===== config.mk =====
export PLATFORM = sky130hd
export DESIGN_NAME = adder_err_eval_flat
export DESIGN_NICKNAME = d
export VERILOG_FILES = /design/src/rtl/adder_err_eval_pkg.sv /design/src/rtl/adder_err_eval_if.sv /design/src/rtl/adder_err_eval_abs_diff.sv /design/src/rtl/adder_err_eval.sv /design/src/flat_wrapper.sv
export SDC_FILE = /design/constraint.sdc
export NUM_CORES = 1
export LEC_CHECK = 0
export ABC_AREA = 1
export CAP_MARGIN = 20
export CORE_MARGIN = 10
export CORE_UTILIZATION = 55
export CTS_BUF_LIST = sky130_fd_sc_hd__clkbuf_8
export DETAILED_ROUTE_END_ITERATION = 10
export HOLD_SLACK_MARGIN = 0.06
export MAX_ROUTING_LAYER = met4
export PLACE_DENSITY = 0.8
export SLEW_MARGIN = 10
export SYNTH_ARGS = -nofsm -noshare
export SYNTH_HDL_FRONTEND = slang
export SYNTH_SLANG_ARGS = --single-unit

===== constraint.sdc =====
create_clock -name clk -period 2.1 [get_ports clk]
set_input_delay 0.63 -clock clk [delete_from_list [all_inputs] [get_ports clk]]
set_output_delay 0.63 -clock clk [all_outputs]
set_load 0.02 [all_outputs]

===== src/rtl/adder_err_eval_pkg.sv =====
// adder_eval_pkg: shared state encoding, width helpers and operand-split
// convention for the adder error evaluator.
package adder_eval_pkg;
    typedef enum logic [1:0] {IDLE, RUN, DRAIN, DONE} state_t;
    // operand A sits in the low half of pi, operand B in the high half
    localparam int OP_A = 0;
    localparam int OP_B = 1;
    function automatic int cnt_w(int num_vec);
        return $clog2(num_vec + 1);
    endfunction
    function automatic int sum_w(int out_w, int num_vec);
        return out_w + cnt_w(num_vec);
    endfunction
    function automatic int op_lsb(int in_w, int idx);
        return idx * (in_w / 2);
    endfunction
endpackage


===== src/rtl/adder_err_eval_if.sv =====
// adder_err_eval_if: valid/ready beat carrying an adder stimulus vector and
// the approximate adder's response.
interface adder_err_eval_if #(parameter int IN_W = 8, parameter int OUT_W = 5);
    logic             in_valid;
    logic             in_ready;
    logic [IN_W-1:0]  in_pi;
    logic [OUT_W-1:0] in_po;
    modport master (output in_valid, in_pi, in_po, input in_ready);
    modport slave (input in_valid, in_pi, in_po, output in_ready);
endinterface


===== src/rtl/adder_err_eval_abs_diff.sv =====
// abs_diff_u: unsigned |a - b|; the subtraction is widened by one bit so the
// borrow selects the sign.
module abs_diff_u #(parameter int W = 5) (
    input  logic [W-1:0] a,
    input  logic [W-1:0] b,
    output logic [W-1:0] y
);
    logic [W:0] d;
    assign d = {1'b0, a} - {1'b0, b};
    assign y = d[W] ? W'(-d) : d[W-1:0];
endmodule


===== src/rtl/adder_err_eval.sv =====
// adder_err_eval: consumes (pi, po) beats from an approximate adder, compares po
// with the exact sum and accumulates error count, sum and max of |error|.
module adder_err_eval
    import adder_eval_pkg::*;
#(
    parameter int IN_W    = 8,
    parameter int OUT_W   = 5,
    parameter int NUM_VEC = 256,
    parameter int CNT_W   = cnt_w(NUM_VEC),
    parameter int SUM_W   = sum_w(OUT_W, NUM_VEC)
) (
    input  logic              clk,
    input  logic              rst_n,
    input  logic              start,
    adder_err_eval_if.slave   bus,
    output logic              err_flag,
    output logic [IN_W-1:0]   err_pi,
    output logic [CNT_W-1:0]  pat_count,
    output logic [CNT_W-1:0]  err_count,
    output logic [SUM_W-1:0]  sum_abs_err,
    output logic [OUT_W-1:0]  max_abs_err,
    output logic              done
);
    localparam int HW    = IN_W / 2;
    localparam int A_LSB = op_lsb(IN_W, OP_A);
    localparam int B_LSB = op_lsb(IN_W, OP_B);
    state_t state, state_nx;
    logic [CNT_W-1:0] acc;
    logic s1_v, s2_v, take, last, clr;
    logic [OUT_W-1:0] s1_exact, s1_po, s2_abs, abs_w;
    logic [IN_W-1:0] s1_pi, s2_pi;
    assign bus.in_ready = state == RUN;
    assign done = state == DONE;
    assign take = bus.in_valid && bus.in_ready;
    assign last = acc == CNT_W'(NUM_VEC - 1);
    assign clr = start && (state == IDLE || state == DONE);
    always_ff @(posedge clk or negedge rst_n)
        if (!rst_n) state <= IDLE;
        else state <= state_nx;
    always_comb begin
        state_nx = state;
        case (state)
            IDLE, DONE: state_nx = start ? RUN : state;
            RUN:        state_nx = take && last ? DRAIN : RUN;
            DRAIN:      state_nx = !s1_v && !s2_v ? DONE : DRAIN;
            default:    state_nx = IDLE;
        endcase
    end
    abs_diff_u #(.W(OUT_W)) u_abs (.a(s1_po), .b(s1_exact), .y(abs_w));
    always_ff @(posedge clk or negedge rst_n)
        if (!rst_n) begin
            acc         <= '0;
            s1_v        <= 1'b0;
            s1_exact    <= '0;
            s1_po       <= '0;
            s1_pi       <= '0;
            s2_v        <= 1'b0;
            s2_abs      <= '0;
            s2_pi       <= '0;
            err_flag    <= 1'b0;
            err_pi      <= '0;
            pat_count   <= '0;
            err_count   <= '0;
            sum_abs_err <= '0;
            max_abs_err <= '0;
        end else if (clr) begin
            acc         <= '0;
            s1_v        <= 1'b0;
            s2_v        <= 1'b0;
            err_flag    <= 1'b0;
            err_pi      <= '0;
            pat_count   <= '0;
            err_count   <= '0;
            sum_abs_err <= '0;
            max_abs_err <= '0;
        end else begin
            acc  <= acc + CNT_W'(take);
            s1_v <= take;
            if (take) begin
                s1_exact <= OUT_W'(bus.in_pi[A_LSB +: HW]) + OUT_W'(bus.in_pi[B_LSB +: HW]);
                s1_po    <= bus.in_po;
                s1_pi    <= bus.in_pi;
            end
            s2_v     <= s1_v;
            s2_abs   <= abs_w;
            s2_pi    <= s1_pi;
            err_flag <= s2_v && s2_abs != '0;
            // only committed beats touch the metrics; bubbles just shift through
            if (s2_v) begin
                pat_count   <= pat_count + CNT_W'(1);
                sum_abs_err <= sum_abs_err + SUM_W'(s2_abs);
                if (s2_abs > max_abs_err) max_abs_err <= s2_abs;
                if (s2_abs != '0) begin
                    err_count <= err_count + CNT_W'(1);
                    err_pi    <= s2_pi;
                end
            end
        end
endmodule


===== src/flat_wrapper.sv =====
// flat-port wrapper written by rule: the top's interface ports become plain ports
module adder_err_eval_flat import adder_eval_pkg::*;
#(
    parameter int IN_W    = 8,
    parameter int OUT_W   = 5,
    parameter int NUM_VEC = 256,
    parameter int CNT_W   = cnt_w(NUM_VEC),
    parameter int SUM_W   = sum_w(OUT_W, NUM_VEC)
)
  (clk, rst_n, start, err_flag, err_pi, pat_count, err_count, sum_abs_err, max_abs_err, done, bus_in_valid, bus_in_pi, bus_in_po, bus_in_ready);
  adder_err_eval_if #(.IN_W(IN_W), .OUT_W(OUT_W)) bus_i ();
  input  logic clk;
  input  logic rst_n;
  input  logic start;
  output logic err_flag;
  output logic [IN_W-1:0] err_pi;
  output logic [CNT_W-1:0] pat_count;
  output logic [CNT_W-1:0] err_count;
  output logic [SUM_W-1:0] sum_abs_err;
  output logic [OUT_W-1:0] max_abs_err;
  output logic done;
  input wire logic [$bits(bus_i.in_valid)-1:0] bus_in_valid;
  input wire logic [$bits(bus_i.in_pi)-1:0] bus_in_pi;
  input wire logic [$bits(bus_i.in_po)-1:0] bus_in_po;
  output wire logic [$bits(bus_i.in_ready)-1:0] bus_in_ready;
  assign bus_i.in_valid = bus_in_valid;
  assign bus_i.in_pi = bus_in_pi;
  assign bus_i.in_po = bus_in_po;
  assign bus_in_ready = bus_i.in_ready;
  adder_err_eval #(.IN_W(IN_W), .OUT_W(OUT_W), .NUM_VEC(NUM_VEC), .CNT_W(CNT_W), .SUM_W(SUM_W)) u_core (.clk(clk), .rst_n(rst_n), .start(start), .bus(bus_i), .err_flag(err_flag), .err_pi(err_pi), .pat_count(pat_count), .err_count(err_count), .sum_abs_err(sum_abs_err), .max_abs_err(max_abs_err), .done(done));
endmodule

==> results of run 1 <==
-- synth_stat cells (all sizes together) --
cell,number
buf,13
nand4,9
a21oi,27
a22oi,1
o31ai,1
nor3,17
xnor2,2
o21ai,40
a21o,1
fa,3
o22ai,2
nor4,2
xor2,2
o211ai,1
ha,27
dfrtp,90
nor2,49
o21bai,1
nand2,146
o21a,1
nand3,55
or2,1
a31oi,4
nor3b,1
clkbuf,3
inv,76
and3,1
-- worst max path at each step --
stage	from	end	slack, ps	cells past startpoint
2_1_floorplan	u_core.state[1]	u_core.acc[6]	280	12
3_3_place_gp	bus_in_pi[0]	u_core.s1_exact[2]	-110	6
3_5_place_dp	bus_in_pi[0]	u_core.s1_exact[2]	-180	6
4_1_cts	u_core.err_count[0]	err_count[0]	9	1
5_1_grt	u_core.err_count[3]	err_count[3]	2	1
6_report	u_core.err_count[3]	err_count[3]	40	1
-- stage by stage --
stage          cell area (um2)  utilization  hold slack [ps]  setup TNS (ps)  setup slack (ps)
4_1_cts                   5800        0.671              309               0              9.39
3_5_place_dp              5630        0.652              460            -469              -178
2_1_floorplan             4820            -              334               0               279
6_report                  5820        0.674              267               0              42.1
3_3_place_gp              5630        0.652              455            -216              -112
5_1_grt                   5820        0.674              312               0              2.00
-- sequential cells by signal, indices dropped and copies added, names as in the netlist --
name / count
u_core.max_abs_err: 5
u_core.err_pi: 8
u_core.err_flag: 1
u_core.s1_v: 1
u_core.acc: 9
u_core.err_count: 9
u_core.sum_abs_err: 14
u_core.s2_abs: 5
u_core.s1_pi: 8
u_core.s1_po: 5
u_core.s2_pi: 8
u_core.s1_exact: 5
u_core.pat_count: 9
u_core.state: 2
u_core.s2_v: 1
-- layer usage --
metal  GRT usage  vias to the layer above  wire, um
met5           -                        -         0
met4      0.0592                        0       210
met3      0.0451                       20       549
met2       0.305                      101      5390
met1       0.202                     1921      4550
li1            -                     2026         -
-- layout by cell type, fill, tap and decap left out, types with 3 or more instances in the layout --
cell type / synthesis / final
sky130_fd_sc_hd__nand2_1: 143 / 143
sky130_fd_sc_hd__dfrtp_1: 90 / 90
sky130_fd_sc_hd__inv_1: 72 / 72
sky130_fd_sc_hd__nand3_1: 52 / 52
sky130_fd_sc_hd__clkdlybuf4s50_1: 0 / 47
sky130_fd_sc_hd__nor2_1: 45 / 45
sky130_fd_sc_hd__ha_1: 27 / 27
sky130_fd_sc_hd__a21oi_1: 26 / 26
sky130_fd_sc_hd__o21ai_0: 25 / 25
sky130_fd_sc_hd__buf_4: 2 / 14
sky130_fd_sc_hd__nor3_1: 13 / 13
sky130_fd_sc_hd__nand4_1: 9 / 9
sky130_fd_sc_hd__clkbuf_8: 1 / 9
sky130_fd_sc_hd__dlymetal6s2s_1: 0 / 9
sky130_fd_sc_hd__o21ai_2: 8 / 8
sky130_fd_sc_hd__o21ai_1: 7 / 7
sky130_fd_sc_hd__dlygate4sd2_1: 0 / 7
sky130_fd_sc_hd__inv_2: 4 / 4
sky130_fd_sc_hd__a31oi_1: 4 / 4
sky130_fd_sc_hd__clkinvlp_4: 0 / 4
sky130_fd_sc_hd__nand2_2: 3 / 3
sky130_fd_sc_hd__nor2_2: 3 / 3
sky130_fd_sc_hd__nor3_2: 3 / 3
sky130_fd_sc_hd__fa_1: 3 / 3
-- power groups by stage --
stage / combinational, W / clock, W / sequential, W
6_report: 0.00393 / 0.00108 / 0.00285
5_1_grt: 0.00446 / 0.00118 / 0.00294
4_1_cts: 0.00397 / 0.00111 / 0.00285
3_5_place_dp: 0.00397 / 0 / 0.00289
3_3_place_gp: 0.00379 / 0 / 0.00286
2_1_floorplan: 0.00228 / 0 / 0.00318
-- area by class of cell --
class / count / share of cell area
Clock buffer: 9 / 0.0213
Clock inverter: 7 / 0.00903
Inverter: 76 / 0.0490
Multi-Input combinational cell: 394 / 0.375
Sequential cell: 90 / 0.387
Tap cell: 108 / 0.0232
Timing Repair Buffer: 79 / 0.136
-- kinds of logic after synthesis --
group                    count (synthesis)  synth area share
AND/OR/NAND/NOR                        281             0.265
buffers and inverters                   92            0.0807
flip-flops                              90             0.467
AO/OA/AOI/OAI                           79            0.0973
adder cells (fa/ha/maj)                 30            0.0825
XOR/XNOR                                 4           0.00726
-- timing repair --
action	CTS	global route
hold buffers	0	0
endpoints found under the setup margin	7	9
resized for setup	7	9
==> run summary, run 1 <==
After floorplanning, the core was divided into 34 placement rows. The tools report the kind of end point of the critical path as an output pin. The tools report the worst-case headroom to the max-slew limit as 0.662. The tools report the post-layout total power as 0.00786 W. The leading area contributor after synthesis was sky130_fd_sc_hd__dfrtp_1. The worst setup path category is flip-flop to output pin.

Top cell type's share of synthesized area: 0.467. Synthesis produced a netlist with a net count of 623. Clock tree synthesis selected as its root buffer the cell sky130_fd_sc_hd__clkbuf_8. The worst hold-check path type is primary input to asynchronous set/reset pin.

Summed over all layers, the routed wires come to 10.7 mm. The run gives 0.559 as the starting utilization of the core area. The run gives 4209 as the number of global-route vias before repair. Setup repair after global routing left no endpoint under its margin. The detail route stage leaves a number of antenna-violating nets equal to 0.

Element type at the critical path start: a flip-flop. At the end of routability-driven placement, the weighted congestion stood at 0.896. Each instance of the synthesized netlist takes up on average 8.37 um2. The number of register bits inferred by synthesis was 90; the cell area after synthesis was 0.00482 mm2. The global-route wire length before repair was 19.0 mm. Based on the critical path, the design can be clocked at up to 486 MHz.

Across the VDD grid, the largest voltage drop is 0.000529 V. The worst register-to-register path begins at u_core.s1_po[0]. The die covers 0.0129 mm2. The chip height was 114 um; the number of primary I/O pins was 65. Yosys printed 0 warnings.

Input and output buffers added on the ports amount to 64. The initial antenna violation count is 0, and the distinct cell type count of the synthesized netlist is 42. The leakage power of the design was 3.06 nW; the clock insertion delay at the later pin of the skew report was 360 ps. The detailed-route vias per instance came out at 5.33. The first-pass detailed-route iteration total was 4. The peak per-stage delay on the critical path is 640 ps, and the buffers inserted during post-CTS setup optimization is 0.

The post-route clock period utilization came out at 0.980. In this run the critical register-to-register path is captured at u_core.s2_abs[4]. For the worst setup path, the data required time is 1470 ps.

Summing all flip-flop and latch instances after layout gives 0.00225 mm2. Across the run, the number of max-cap violations was 0. The tools report the largest net degree at the start of global routing as 91. Clock-pin slew was measured on the worst setup and hold paths at 100 ps.

The slew at the pin with the worst max-slew slack is 507 ps. The finished layout holds 763 standard cells, fillers aside. From left edge to right edge, the die measures 114 um. For the final antenna diode count, the log shows 0.

Data arrives at the worst endpoint at 1430 ps. For the clock network fraction of design power, the log shows 0.138. The tools report the number of filler instances in the final layout as 726.

For the largest buffer count on any clock path, the log shows 2. The number of DRC violations after detailed-routing iteration 0 came out at 203. For this design the total switching power over the nets is 0.00350 W. Power density over cell area: 1350 mW/mm2.

The setup check on the worst reg-to-reg path leaves a slack of 190 ps. Setup violations remaining at the end of the flow were counted as 0. The core region is 0.00864 mm2. The total internal power was 0.00435 W; the remaining global-route overflow was 0. The area growth from synthesis to layout is 20.7%. For the number of clock sinks seen by CTS, the log shows 90. In the synthesized netlist, the number of instances is 576. The HPWL after detailed placement is 7.89 mm. The routed length per instance came out at 14.0 um. The number of nets in the layout is 697, and the path depth of the worst reg2reg path is 10.

By area the synthesized netlist is led by sky130_fd_sc_hd__dfrtp_1 47%, sky130_fd_sc_hd__nand2_1 11%, sky130_fd_sc_hd__ha_1 7.0%. The portion of the post-synthesis area used by sequential elements came out at 0.467. The combinational cell fraction of total power is 0.500. Walking the worst path, the cells encountered are clkdlybuf4s50_1. The total CTS buffers is 9.

On the critical path, the stage with the largest delay is an instance of sky130_fd_sc_hd__clkdlybuf4s50_1. For the part of the power in registers, the log shows 0.363. The sum of buffers and inverters on the critical path is 1.

TritonCTS built the clock tree. The switching part of the total is 0.446, and the layout cell share with drive strength beyond 1 is 0.0992. The H-tree generated during clock tree synthesis spans 3 levels. The cell family contributing the most delay on the critical path is buffers and inverters.

The detailed-route via count was 4068. For the overall routing resource usage, the log shows 0.179. The flow ran to the end, and the final reports show no timing, DRC or antenna violations. Across the routed clock network, the largest skew measured is 13.2 ps. Counting tap cells, the placed design contains a total of 747 instances. Max-slew violation count: 0. After detailed routing, the number of remaining DRC violations is 0. The worst path needs 2060 ps of the cycle, external delays included. Along the worst path, the maximum fanout reaches 5. The final number of hold-violating endpoints is 0.

Summing all multi-input logic gate instances after layout gives 0.00218 mm2.
(Power assumes the default switching activity.)
==> run 2, diff against run 1 <==
SETUP_SLACK_MARGIN = 0.3   (was not set)
SLEW_MARGIN = 20   (was 10)
==> run 2 against run 1 <==
Compared with the run above:
- maximum frequency up 11%
- count of clock-buffer cells in the layout increased by 1
- critical path depth grew 2
==> run summary, run 2 (synthesis gave the netlist of run 1 again) <==
The growth of design area from synthesis to finish is 24.8%, and the final standard cell count with taps included and fillers excluded is 770 (+0.92%). Number of H-tree levels: 3 (unchanged). The run finished with clean final reports. The number of DRC violations after detailed-routing iteration 0 is 202 (-0.49%). For the worst-case register-to-register setup slack, the log shows 250 ps (+60 ps). The logs give 649 (-11%) for the number of filler instances in the final layout and 0 (unchanged) for the remaining global-route overflow. The number of flip-flops in the largest register is 14 (unchanged).

The run gives 0.178 (-0.000913) as the overall routing resource usage. More flip-flops sit in one register than any other, and that register is u_core.sum_abs_err. The remaining antenna violation count was 0 (unchanged); the die outline area was 0.0129 mm2 (unchanged).

The number of clock sinks seen by CTS came out at 90 (unchanged). TritonCTS built the clock tree. The worst setup path category is flip-flop to output pin. For the starting utilization of the core area, the log shows 0.559 (unchanged).

For the multi-input gate area in the final layout, the log shows 0.00235 mm2 (+7.7%). The detailed-route vias per instance is 5.43 (+1.8%). The area occupied by registers came out at 0.00226 mm2 (+0.17%). The clock insertion delay at the later pin of the skew report is 360 ps (about the same), and the first-pass detailed-route iteration total is 4 (unchanged). The run gives 2 (unchanged) as the largest buffer count on any clock path.

The tools report the element type at the critical path start as a flip-flop. Leakage power of the design: 3.11 nW (+1.4%). The tools report the number of failing setup endpoints in the final timing report as 0 (unchanged). The tools report the row count as 34 (unchanged). Maximum fanout count along the critical path: 3 (-2). The final antenna diode count was 0 (unchanged).

The tools report the detailed-placement wirelength estimate as 8.04 mm (+1.8%). The CTS root buffer is sky130_fd_sc_hd__clkbuf_8. In the layout the commonest cells are 139 x sky130_fd_sc_hd__nand2_1, 87 x sky130_fd_sc_hd__dfrtp_1, 70 x sky130_fd_sc_hd__inv_1. The final number of hold-violating endpoints came out at 0 (unchanged). The post-route clock period utilization is 0.885 (-0.0955). Setup repair after global routing could not meet its margin everywhere. The number of buffer cells added on primary ports is 64 (unchanged), and the data arrival at the endpoint of the critical path is 1230 ps (-200 ps).

The time the worst path needs with I/O delays and setup was 1860 ps (-200 ps). The post-layout total power was 0.00824 W (+4.8%); the number of nets in the layout was 704 (+1.0%). The chip height came out at 114 um (unchanged). The routed length per instance is 15.1 um (+7.3%).

The logs give 4180 (+2.8%) for the detailed-route via count and 0.697 (+0.0232) for the share of the core filled with cells. The design area was 0.00602 mm2 (+3.4%). Total CTS buffers: 9 (unchanged).

The logs give 65 (unchanged) for the number of primary I/O pins and 0.00365 W (+4.1%) for the switching power total. For the placement-stage cell area, the log shows 0.00563 mm2 (about the same). The switching part of the total was 0.443 (-0.00307); the required time at the endpoint of the critical path was 1470 ps (about the same). Worst hold-check path type: primary input to asynchronous set/reset pin.

The tools report the combinational cell fraction of total power as 0.489 (-0.011). The max-slew violation count was 0 (unchanged). The placer congestion estimate was 0.934 (+4.2%). The total internal power is 0.00459 W (+5.4%), and the worst slack on hold paths is 206 ps (-60.4 ps). The placeable core region was 0.00864 mm2 (unchanged); the number of instances in the placed design was 746 (-0.13%). The reported max-cap violation count is 0 (unchanged), and the worst IR drop on VDD is 0.000556 V (+5.1%). For the maximum clock frequency, the log shows 538 MHz (+11%).

The power density over cell area was 1370 mW/mm2 (+1.3%); the worst clock skew was 9.91 ps (-3.33 ps). The final routed wirelength across all metal layers came out at 11.6 mm (+8.2%). The kind of end point of the critical path was an output pin. The clock-pin slew on the worst setup and hold paths was 90 ps (about the same); the layout cell share with drive strength beyond 1 was 0.174 (+0.0745). Worst-case headroom to the max-slew limit: 0.694 (+0.0316).

The horizontal extent of the die works out to 114 um (unchanged). For the clock network fraction of design power, the log shows 0.159 (+0.021). The detailed-route DRC error count is 0 (unchanged).

The slew at the pin with the worst max-slew slack is 459 ps (-47.4 ps). The tools report the largest net degree at the start of global routing as 67 (-26%). The number of global-route vias before repair was 4133 (-1.8%). The library cell used most frequently in the layout, excluding fill and tap cells, is sky130_fd_sc_hd__nand2_1. The initial antenna violation count was 0 (unchanged). The part of the power in registers was 0.352 (-0.011); the global-route wire length before repair was 18.8 mm (-1.3%).
## run 2: cell types whose count changed in the layout (fill, tap and decap cells not counted), sizes merged
cell,before,now
buf,16,24
bufinv,0,2
clkbuf,9,18
clkdlybuf4s15,0,13
clkdlybuf4s50,47,12
clkinv,1,2
clkinvlp,4,1
dlygate4sd2,7,26
dlymetal6s2s,9,3
inv,78,77
## run 2: critical path, stage by stage, from the launching register on
cell and delay, ps:
sky130_fd_sc_hd__dfrtp_1 420, sky130_fd_sc_hd__inv_1 110, sky130_fd_sc_hd__ha_4 160, sky130_fd_sc_hd__clkbuf_2 170
## run 2: layout make-up
| type | count | share of cell area |
|---|---|---|
| multi-input combinational | 394 | 0.390 |
| sequential | 90 | 0.375 |
| timing repair buffer | 86 | 0.129 |
| inverter | 76 | 0.0474 |
| clock buffer | 10 | 0.0229 |
| tap | 108 | 0.0224 |
| clock inverter | 6 | 0.0135 |
## run 2: timing repair
| action | in CTS | in global routing |
|---|---|---|
| hold buffers | 0 | 0 |
| pin swaps | 4 | 11 |
| setup buffers | 4 | 4 |
| gates cloned | 0 | 0 |
| setup endpoints to repair | 54 | 46 |
| resized for setup | 68 | 63 |
## run 2: path summary, 6_finish.rpt
path	from	endpoint	depth (start not counted)
max in group asynchronous	rst_n	u_core.err_count[4]	2
hold reg to reg	u_core.s1_pi[1]	u_core.s1_pi[1]	2
setup / recovery	u_core.state[1]	bus_in_ready	3
setup reg to reg	u_core.s1_exact[0]	u_core.s2_abs[4]	10
min in group clk	u_core.s1_pi[1]	u_core.s1_pi[1]	2
hold / removal	rst_n	u_core.sum_abs_err[5]	1
## run 2: routing by layer
metal  vias to the layer above  GRT usage  wire length, um
met3                        22     0.0430              534
met2                       108      0.297             5850
li1                       2029          -                -
met4                         0     0.0609              221
met5                         -          -                0
met1                      2021      0.207             4980
## run 2: power by group through the flow
stage | registers [W] | clock network [W] | logic, W
after detailed placement | 0.00290 | 0 | 0.00396
after CTS | 0.00285 | 0.00132 | 0.00386
final | 0.00290 | 0.00131 | 0.00402
after global routing | 0.00298 | 0.00141 | 0.00451
after global placement | 0.00286 | 0 | 0.00379
after floorplan | 0.00318 | 0 | 0.00228
## run 2: metrics by stage
| stage | setup slack, ps | setup TNS, ps |
|---|---|---|
| CTS | 67.5 | 0 |
| finish | 243 | 0 |
| global placement | -111 | -217 |
| global route | 161 | 0 |
| detailed placement | -146 | -358 |
| floorplan | 332 | 0 |
